**src/rtl/uart_rx_sipo.sv**
```systemverilog
// UART receive stage: synchronizes rx_in, samples start/data/parity/stop at mid-bit and
// presents each character with parity/framing flags one clk after the last stop sample.
module uart_rx_sipo #(
  parameter int OVERSAMPLE = 16
) (
  input  logic       clk,
  input  logic       rst,
  input  logic       sample_tick,
  input  logic       rx_in,
  input  logic [1:0] parity_type,
  input  logic       stop_bits,
  input  logic       data_length,
  output logic [7:0] data_out,
  output logic       data_valid,
  output logic       parity_error,
  output logic       framing_error,
  output logic       rx_active
);

  localparam int TW  = $clog2(OVERSAMPLE);
  localparam int MID = OVERSAMPLE / 2 - 1;
  localparam logic [TW-1:0] MID_T  = TW'(MID);
  localparam logic [TW-1:0] LAST_T = TW'(OVERSAMPLE - 1);
  localparam logic [TW-1:0] ONE_T  = TW'(1);

  localparam logic [2:0] IDLE      = 3'd0;
  localparam logic [2:0] START     = 3'd1;
  localparam logic [2:0] DATA      = 3'd2;
  localparam logic [2:0] PARITY    = 3'd3;
  localparam logic [2:0] STOP      = 3'd4;
  localparam logic [2:0] WAIT_HIGH = 3'd5;

  logic          sync1_q, sync1_d, sync2_q, sync2_d;
  logic [2:0]    state_q, state_d;
  logic [TW-1:0] tick_q, tick_d;
  logic [2:0]    bit_q, bit_d;
  logic [7:0]    shift_q, shift_d;
  logic          par_bit_q, par_bit_d;
  logic          ferr_acc_q, ferr_acc_d;
  logic [1:0]    cfg_par_q, cfg_par_d;
  logic          cfg_stop_q, cfg_stop_d;
  logic          cfg_len_q, cfg_len_d;
  logic [7:0]    data_out_q, data_out_d;
  logic          data_valid_q, data_valid_d;
  logic          perr_q, perr_d;
  logic          ferr_q, ferr_d;
  logic          active_q, active_d;

  logic rxs, par_en, bit_end, par_x, ferr_now;

  assign rxs      = sync2_q;
  assign par_en   = (cfg_par_q == 2'b01) || (cfg_par_q == 2'b10);
  assign bit_end  = (tick_q == LAST_T);
  assign par_x    = (^shift_q) ^ par_bit_q;
  assign ferr_now = ferr_acc_q | ~rxs;

  always_comb begin
    sync1_d      = rx_in;
    sync2_d      = sync1_q;
    state_d      = state_q;
    tick_d       = tick_q;
    bit_d        = bit_q;
    shift_d      = shift_q;
    par_bit_d    = par_bit_q;
    ferr_acc_d   = ferr_acc_q;
    cfg_par_d    = cfg_par_q;
    cfg_stop_d   = cfg_stop_q;
    cfg_len_d    = cfg_len_q;
    data_out_d   = data_out_q;
    data_valid_d = 1'b0;
    perr_d       = perr_q;
    ferr_d       = ferr_q;
    active_d     = active_q;

    if (sample_tick) begin
      case (state_q)
        IDLE: begin
          if (!rxs) begin
            state_d    = START;
            tick_d     = '0;
            cfg_par_d  = parity_type;
            cfg_stop_d = stop_bits;
            cfg_len_d  = data_length;
          end
        end
        START: begin
          if (tick_q == MID_T) begin
            if (rxs) begin
              state_d = IDLE;
            end else begin
              state_d    = DATA;
              active_d   = 1'b1;
              tick_d     = '0;
              bit_d      = '0;
              shift_d    = '0;
              ferr_acc_d = 1'b0;
            end
          end else begin
            tick_d = tick_q + ONE_T;
          end
        end
        DATA: begin
          if (bit_end) begin
            tick_d         = '0;
            shift_d[bit_q] = rxs;
            // last index is 6 or 7 depending on the latched length
            if (bit_q == {2'b11, cfg_len_q}) begin
              bit_d   = '0;
              state_d = par_en ? PARITY : STOP;
            end else begin
              bit_d = bit_q + 3'd1;
            end
          end else begin
            tick_d = tick_q + ONE_T;
          end
        end
        PARITY: begin
          if (bit_end) begin
            tick_d    = '0;
            par_bit_d = rxs;
            state_d   = STOP;
          end else begin
            tick_d = tick_q + ONE_T;
          end
        end
        STOP: begin
          if (bit_end) begin
            tick_d = '0;
            if (cfg_stop_q && (bit_q == 3'd0)) begin
              bit_d      = 3'd1;
              ferr_acc_d = ferr_now;
            end else begin
              data_out_d   = {shift_q[7] & cfg_len_q, shift_q[6:0]};
              data_valid_d = 1'b1;
              perr_d       = par_en & (cfg_par_q[0] ? ~par_x : par_x);
              ferr_d       = ferr_now;
              active_d     = 1'b0;
              state_d      = rxs ? IDLE : WAIT_HIGH;
            end
          end else begin
            tick_d = tick_q + ONE_T;
          end
        end
        WAIT_HIGH: begin
          if (rxs) state_d = IDLE;
        end
        default: state_d = IDLE;
      endcase
    end
  end

  always_ff @(posedge clk or posedge rst) begin
    if (rst) begin
      sync1_q      <= 1'b1;
      sync2_q      <= 1'b1;
      state_q      <= IDLE;
      tick_q       <= '0;
      bit_q        <= '0;
      shift_q      <= '0;
      par_bit_q    <= 1'b0;
      ferr_acc_q   <= 1'b0;
      cfg_par_q    <= '0;
      cfg_stop_q   <= 1'b0;
      cfg_len_q    <= 1'b0;
      data_out_q   <= '0;
      data_valid_q <= 1'b0;
      perr_q       <= 1'b0;
      ferr_q       <= 1'b0;
      active_q     <= 1'b0;
    end else begin
      sync1_q      <= sync1_d;
      sync2_q      <= sync2_d;
      state_q      <= state_d;
      tick_q       <= tick_d;
      bit_q        <= bit_d;
      shift_q      <= shift_d;
      par_bit_q    <= par_bit_d;
      ferr_acc_q   <= ferr_acc_d;
      cfg_par_q    <= cfg_par_d;
      cfg_stop_q   <= cfg_stop_d;
      cfg_len_q    <= cfg_len_d;
      data_out_q   <= data_out_d;
      data_valid_q <= data_valid_d;
      perr_q       <= perr_d;
      ferr_q       <= ferr_d;
      active_q     <= active_d;
    end
  end

  assign data_out      = data_out_q;
  assign data_valid    = data_valid_q;
  assign parity_error  = perr_q;
  assign framing_error = ferr_q;
  assign rx_active     = active_q;

endmodule
```
**config.mk**
```make
export PLATFORM = sky130hd
export DESIGN_NAME = uart_rx_sipo
export DESIGN_NICKNAME = d
export VERILOG_FILES = /design/src/rtl/uart_rx_sipo.sv
export SDC_FILE = /design/constraint.sdc
export NUM_CORES = 1
export LEC_CHECK = 0
export BUFFER_PORTS_ARGS = -buffer_cell sky130_fd_sc_hd__buf_2
export CORE_MARGIN = 2
export CORE_UTILIZATION = 25
export CTS_CLUSTER_SIZE = 8
export DETAILED_ROUTE_END_ITERATION = 16
export PLACE_DENSITY = 0.37
export RECOVER_POWER = 100
export SLEW_MARGIN = 20
export SYNTH_ARGS = -nofsm -noshare
export SYNTH_HDL_FRONTEND = slang
export SYNTH_SLANG_ARGS = --single-unit
```
**constraint.sdc**
```tcl
create_clock -name clk -period 3.5 [get_ports clk]
set_clock_uncertainty 0.05 [all_clocks]
set_input_delay 0.35 -clock clk [delete_from_list [all_inputs] [get_ports clk]]
set_output_delay 0.35 -clock clk [all_outputs]
set_load 0.1 [all_outputs]
```
==> results.tsv, run 1 <==
metric	value	unit
Clk Latency, worst-skew pair	0.29	ns
share of cells above drive strength 1	0.1229	
WL/cell	14.64	um
final setup fails	0	
final WL	5036	um
hold endpoint	sync1_q	
worst hold path class	in -> reg	
post-route ant nets	0	
setup TNS	0	ns
clock sink count	38	
Post-Syn Area per Cell	9.829	um^2
CTS Buf Count	5	
leakage power total	0.001029	uW
synth top area cells	dfrtp_1, nand2_1, xnor2_1	
PD cells	727.4	mW/mm^2
FF-to-FF setup slack	1.04	ns
Resize count post-CTS	0	
internal power consumption	1057	uW
Worst Path Max Fanout	19	
Setup CP Type	reg -> reg	
largest net degree at the start of global routing	39	
post-CTS setup buffer count	0	
row cnt	34	
Post-synth EDFFs	0	
sequential share of the synthesized area	0.4369	
Die X	97.43	um
initial antenna violation count	0	
failing checks	capacitance limit, slew limit	
Clock transition at path regs	0.08	ns
Psw	688.2	uW
drt pass-1 iters	4	
synthesized cell area	0.002182	mm^2
DRC Markers	0	
H-tree depth	2	
Worst Setup SP	state_q[1]	
Arrival @ worst endpoint	2.58	ns
yosys warns	0	
Final Max Tran Viols	39	
DR vias	1596	
CTS tree	yes	
hold path startpoint	rx_in	
Least-Margin Pin Slew	2.163	ns
f_max	406.6	MHz
Mapped Nets	233	
IO Pins	20	
FF+latch count, synth	38	
area delta synth->final	9.977	%
Post-synth top cells	nand2_1, dfrtp_1, o21ai_1, inv_1, nor2_1	
nets@finish	246	
total of max-cap violations	1	
GRT Residual Overflow	0	
# diodes	0	
Synth area leader	dfrtp_1	
Cells after Synth	222	
Clock Power Share	0.264	
max_slew headroom	-0.4417	
combinational share of power	0.338	
CTS Root Cell	clkbuf_8	
Setup WS pre-CTS	1.103	ns
FILL cells	922	
vias in the first global route	1539	
FF-to-FF Start	state_q[1]	
DP HPWL	3375	um
main flop type after synthesis	dfrtp_1	
number of library cell types mapped by synthesis	49	
R2R depth	5	
Initial Util	0.2539	
Vert. Die Dim	97.43	um
worst setup margin	1.041	ns
unrepaired setup endpoints after global routing	no	
Synth top area share	0.4128	
Total GRT Usage	0.1128	
run status	finished, violations left	
Hold Violations, Final	0	
Async S/R FF share, synth	1.000	
# hold bufs at CTS	0	
Port Buffers	19	
R2R Path End	state_q[1]	
Iteration-0 DRC Markers	150	
CP Launch Type	register	
WHS Path Cells	1	
Final min period	2.459	ns
Clock Path Buffers	2	
GP Congestion	0.7580	
core region area	0.008593	mm^2
first-pass GRT wire length	8438	um
Reg power frac	0.397	
vias per cell	4.640	
Req. time, crit path	3.62	ns
Sw Ratio	0.3942	
worst vdd ir	230.9	uV
crit path capture type	register	
Final Cycle Share	0.7027	
top-count cell post-synth	nand2_1	
Die Footprint	0.009492	mm^2
-- per-layer routing --
| metal | part of all wire | vias up | GRT usage | wire [um] |
|---|---|---|---|---|
| li1 | - | 807 | - | - |
| met1 | 0.54 | 750 | 0.1742 | 2699 |
| met2 | 0.41 | 35 | 0.1533 | 2070 |
| met3 | 0.036 | 4 | 0.02230 | 182 |
| met4 | 0.017 | 0 | 0.04167 | 84 |
| met5 | 0 | - | 0 | 0 |
-- state kept, by name, summed over array words and instances (netlist names) --
| signal | count |
|---|---|
| data_valid | 1 |
| sync1_q | 1 |
| parity_error | 1 |
| par_bit_q | 1 |
| shift_q | 8 |
| tick_q | 4 |
| framing_error | 1 |
| cfg_par_q | 2 |
| state_q | 3 |
| cfg_stop_q | 1 |
| data_out | 8 |
| bit_q | 3 |
| cfg_len_q | 1 |
| ferr_acc_q | 1 |
| rxs | 1 |
| rx_active | 1 |
-- power by group through the flow --
stage / registers [uW] / clock network [uW] / logic (uW)
final: 693 / 462 / 591
after global routing: 716 / 499 / 660
after CTS: 695 / 480 / 643
after detailed placement: 704 / 0 / 640
after global placement: 709 / 0 / 650
after floorplan: 588 / 0 / 652
-- logic make-up (layout without fill, tap and decap cells) --
kind of cell,count (synthesis),in the layout,synth area share
and+or+nand+nor,76,76,0.1892
buffers and inverters,25,39,0.05963
adders and majority gates,3,3,0.01720
muxes,8,8,0.04185
AOI/OAI and AO/OA,60,60,0.2070
DFF,38,38,0.4369
xor gates and xnor gates,12,12,0.04817
-- placed cells by master, fill, tap and decap left out, types with 4 or more instances in the layout --
| cell type | count |
|---|---|
| nand2_1 | 37 |
| dfrtp_1 | 36 |
| o21ai_0 | 16 |
| clkbuf_1 | 13 |
| nor2_1 | 10 |
| inv_1 | 10 |
| xnor2_1 | 9 |
| a21oi_1 | 7 |
| o31ai_1 | 7 |
| buf_2 | 7 |
| nand3_1 | 5 |
| a31oi_1 | 5 |
| mux2_2 | 5 |
| clkbuf_8 | 5 |
| nand2b_1 | 4 |
| o21ai_1 | 4 |
| a21o_1 | 4 |
| o41ai_1 | 4 |
-- area by class of cell --
cell class                 count  area [um^2]  area share
clock buffer                   5        68.82     0.02868
inverter                      11        41.29     0.01721
timing repair buffer          20        83.83     0.03493
tap                          108        135.1     0.05631
clock inverter                 3        68.82     0.02868
sequential                    38        953.4      0.3973
multi-input combinational    159         1049      0.4369
-- worst max path at each step --
stage                     slack [ns]     endpoint  depth (start not counted)
after global routing            0.78   state_q[1]                          3
final                           1.04   state_q[1]                          5
after floorplan                 1.50   state_q[1]                          7
after CTS                       1.08  data_out[7]                          7
after global placement          1.07  data_out[7]                          7
after detailed placement        1.10  data_out[7]                          7
-- stage by stage --
| step | cell area [um^2] | cells | power, uW | util | hold WS [ns] |
|---|---|---|---|---|---|
| after floorplan | 2182 | 222 | 1240 | - | 0.2952 |
| after detailed placement | 2331 | 336 | 1345 | 0.2713 | 0.2984 |
| after global routing | 2400 | 344 | 1876 | 0.2793 | 0.07767 |
| after CTS | 2469 | 344 | 1818 | 0.2873 | 0.08643 |
| final | 2400 | 344 | 1746 | 0.2793 | 0.09708 |
| after global placement | 2331 | 336 | 1359 | 0.2713 | 0.2967 |
-- worst max-delay path: stages, from the launching register on --
cell	delay (ns)
dfrtp_1	0.75
or3b_1	0.21
a21oi_1	0.07
a211oi_1	0.81
nor3_4	0.11
mux2_1	0.35
No activity file was read; power rests on OpenSTA's default activity.
==> inputs of run 2 (changes only) <==
PLACE_DENSITY = 0.39   (was 0.37)
clock period = 2.2 ns   (was 3.5 ns; I/O delays follow)
==> run 2 against run 1 <==
- the flow now finishes without violations
- register-to-register slack got worse by 0.90 ns
- largest cell class unchanged
- critical path depth stayed put
- global-route usage about the same
==> results.tsv, run 2 (same netlist as run 1, synthesis figures left out) <==
metric	value	unit
final WL	5034	um
# diodes	0	
worst vdd ir	352.0	uV
Total GRT Usage	0.1132	
f_max	484.9	MHz
Clk Latency, worst-skew pair	0.30	ns
commonest non-fill, non-tap cell in the layout	nand2_1	
Buf/Inv on CP	0	
# placed instances	345	
row cnt	34	
Final Max Tran Viols	0	
Vert. Die Dim	97.43	um
drt pass-1 iters	6	
CP delay by family, top	simple AND/OR/NAND/NOR gates	
area delta synth->final	15.25	%
CTS Buf Count	5	
cells along the critical path	or3b_1 > o32ai_4 > nand4_2 > o21ai_0 > o41ai_1	
DP Area	0.002399	mm^2
Clock transition at path regs	0.09	ns
Die Footprint	0.009492	mm^2
run status	finished, final reports clean	
CTS Root Cell	clkbuf_8	
initial antenna violation count	0	
crit path capture type	register	
leakage power total	0.001086	uW
clock sink count	38	
CTS tree	yes	
Final min period	2.062	ns
WL/cell	14.22	um
most frequent cells in the layout	nand2_1, dfrtp_1, o21ai_0	
share of cells above drive strength 1	0.1829	
DR vias	1664	
Worst Path Max Fanout	12	
Setup CP Type	reg -> reg	
Die X	97.43	um
vias in the first global route	1648	
Initial Util	0.2539	
vias per cell	4.701	
post-route ant nets	0	
Hold Violations, Final	0	
Iteration-0 DRC Markers	180	
Critical Path Max Stage Delay	0.55	ns
setup TNS	0	ns
CP Launch Type	register	
nets@finish	256	
Arrival @ worst endpoint	2.20	ns
core region area	0.008593	mm^2
unrepaired setup endpoints after global routing	no	
post-route insts no fill	354	
Pwr Total	2918	uW
post-CTS setup buffer count	0	
DRC Markers	0	
Req. time, crit path	2.33	ns
GP Congestion	0.7602	
post-route cell area	0.002515	mm^2
first-pass GRT wire length	8631	um
max_slew headroom	0.2287	
DP HPWL	3619	um
largest net degree at the start of global routing	39	
total of max-cap violations	0	
Port Buffers	19	
worst hold path class	in -> reg	
final setup fails	0	
PD cells	1160	mW/mm^2
IO Pins	20	
H-tree depth	2	
GRT Residual Overflow	0	
Critical-path top delay cell	or3b_1	
Final Cycle Share	0.9374	
Least-Margin Pin Slew	1.162	ns
Clock Path Buffers	2	
==> run 2: layer usage <==
layer  global-route usage  vias up  wire, um
li1                     -      830         -
met1               0.1679      801      2647
met2               0.1629       27      2156
met3              0.02590        6       160
met4              0.03526        0        71
met5                    0        -         0
==> run 2: path summary, 6_finish.rpt <==
kind                                      to  slack (ns)  cells after the start            from
worst min-delay path            cfg_par_q[0]         0.1                      2  parity_type[0]
worst max-delay path              shift_q[4]        0.14                      5      state_q[1]
min in group asynchronous        data_out[3]        0.16                      3             rst
max in group asynchronous          tick_q[2]        1.34                      3             rst
worst min register to register           rxs        0.31                      0         sync1_q
worst max register to register    shift_q[4]        0.14                      5      state_q[1]
==> run 2: metrics by stage <==
stage               worst slack [ns]  utilization  hold WS [ns]
finish                        0.1377       0.2927       0.09521
global route                 0.02437       0.2927       0.09070
CTS                           0.1479       0.2963     0.0003152
detailed placement            0.1556       0.2791        0.2765
global placement              0.1566       0.2791        0.2760
floorplan                     0.2019            -        0.1745
==> run 2: layout make-up <==
cell class	count	area, um^2
fill	946	6078
multi-input combinational	159	1084
sequential	38	953.4
timing repair buffer	30	160.2
tap	108	135.1
clock buffer	5	68.82
clock inverter	3	68.82
inverter	11	45.04
==> run 2: report_power, final <==
group	switching [uW]	internal, uW
Combinational	674	497
Clock	283	455
Sequential	190	819
Total	1150	1770
==> run 2: what timing repair did <==
action,in CTS,in global routing
hold buffers,1,0
hold endpoints to repair,1,0
gates resized for setup,0,2
endpoints found under the setup margin,0,3
==> inputs of run 3 (changes only) <==
SETUP_SLACK_MARGIN = 0.2   (was not set)
==> run 3 against run 2 <==
- non-clock buffer count is 3 higher
- sequential power hardly changed
- worst setup slack better by 0.10 ns
- register-to-register slack better by 0.10 ns
- sequential share of layout area is 1.0 points lower
- combinational power is 8% higher
- die area stayed put
- via count is 1.1% higher
- wire length is 2.4% higher
- clock-buffer cell count stayed put
- highest routed layer unchanged
==> results.tsv, run 3 (same netlist as run 1, synthesis figures left out) <==
metric	value	unit
H-tree depth	2	
GRT Residual Overflow	0	
WL/cell	14.44	um
Arrival @ worst endpoint	2.10	ns
crit path capture type	register	
most frequent cells in the layout	nand2_1, dfrtp_1, o21ai_0, clkbuf_1, nor2_1	
Total GRT Usage	0.1146	
Least-Margin Pin Slew	1.162	ns
IO Pins	20	
initial antenna violation count	0	
Final Cycle Share	0.8908	
final WL	5156	um
combinational share of power	0.416	
drt pass-1 iters	8	
Final min period	1.960	ns
Vert. Die Dim	97.43	um
Clock Power Share	0.245	
total of max-cap violations	0	
setup TNS	0	ns
PD cells	1164	mW/mm^2
Psw	1207	uW
f_max	510.3	MHz
commonest non-fill, non-tap cell in the layout	nand2_1	
cells along the critical path	or3b_1 > a21oi_2 > a211oi_4 > nor3_4 > mux2_1	
Final Max Tran Viols	0	
final setup fails	0	
row cnt	34	
worst hold path class	in -> reg	
first-pass GRT wire length	8714	um
DP HPWL	3619	um
unrepaired setup endpoints after global routing	no	
leakage power total	0.001099	uW
CTS Root Cell	clkbuf_8	
nets@finish	259	
Initial Util	0.2539	
Pwr Total	3020	uW
Hold Violations, Final	0	
DRC Markers	0	
CP delay by family, top	simple AND/OR/NAND/NOR gates	
Port Buffers	19	
area delta synth->final	18.92	%
Clock transition at path regs	0.09	ns
vias per cell	4.711	
run status	finished, final reports clean	
Reg power frac	0.339	
worst hold slack	0.09503	ns
worst vdd ir	341.3	uV
Setup CP Type	reg -> reg	
Iteration-0 DRC Markers	202	
vias in the first global route	1652	
share of cells above drive strength 1	0.2209	
GP Congestion	0.7602	
CTS Buf Count	5	
Buf/Inv on CP	0	
post-route ant nets	0	
Die Footprint	0.009492	mm^2
largest net degree at the start of global routing	39	
Sw Ratio	0.3997	
Worst Path Max Fanout	12	
CTS tree	yes	
clock sink count	38	
Clk Latency, worst-skew pair	0.30	ns
Die X	97.43	um
internal power consumption	1813	uW
core region area	0.008593	mm^2
Req. time, crit path	2.34	ns
Critical-path top delay cell	dfrtp_2	
# diodes	0	
CP Launch Type	register	
Clock Path Buffers	2	
max_slew headroom	0.2287	
Critical Path Max Stage Delay	0.50	ns
DR vias	1682	
run 3: power groups by stage:
| stage | Clock [uW] | Sequential, uW | Combinational, uW |
|---|---|---|---|
| final | 739 | 1030 | 1260 |
| after global placement | 0 | 1030 | 1240 |
| after floorplan | 0 | 936 | 1040 |
| after detailed placement | 0 | 1020 | 1220 |
| after global routing | 804 | 1050 | 1400 |
| after CTS | 768 | 1010 | 1240 |
run 3: layout make-up:
class / instances / area (um^2)
Fill cell: 943 / 5998
Clock buffer: 5 / 68.82
Tap cell: 108 / 135.1
Multi-Input combinational cell: 159 / 1127
Timing Repair Buffer: 33 / 191.4
Clock inverter: 3 / 68.82
Inverter: 11 / 46.29
Sequential cell: 38 / 957.2
run 3: metrics by stage:
step | cells | setup WS (ns) | area [um^2] | util
floorplan | 222 | 0.2019 | 2182 | -
global placement | 345 | 0.1566 | 2399 | 0.2791
detailed placement | 345 | 0.1556 | 2399 | 0.2791
CTS | 354 | 0.2038 | 2555 | 0.2973
global route | 357 | 0.1205 | 2595 | 0.3020
finish | 357 | 0.2403 | 2595 | 0.3020
run 3: layer usage:
layer,up-vias,global-route usage,part of all wire
met3,6,0.02590,0.040
met4,0,0.03526,0.014
li1,833,-,-
met2,41,0.1666,0.43
met1,802,0.1688,0.52
met5,-,0,0
run 3: path summary, 6_finish.rpt:
path                                startpoint           end  slack (ns)  cells after the start
max in group asynchronous                  rst     tick_q[3]        1.27                      3
worst min-delay path            parity_type[0]  cfg_par_q[0]         0.1                      2
worst max register to register      state_q[1]    state_q[1]        0.24                      5
worst max-delay path                state_q[1]    state_q[1]        0.24                      5
worst min register to register         sync1_q           rxs        0.31                      0
min in group asynchronous                  rst   data_out[3]        0.16                      3
run 3: repair_timing:
action                     CTS  global route
setup endpoints to repair    1            28
hold endpoints to repair     1             0
setup buffers                0             3
pin swaps                    0             0
hold buffers                 1             0
gates resized for setup      2            12
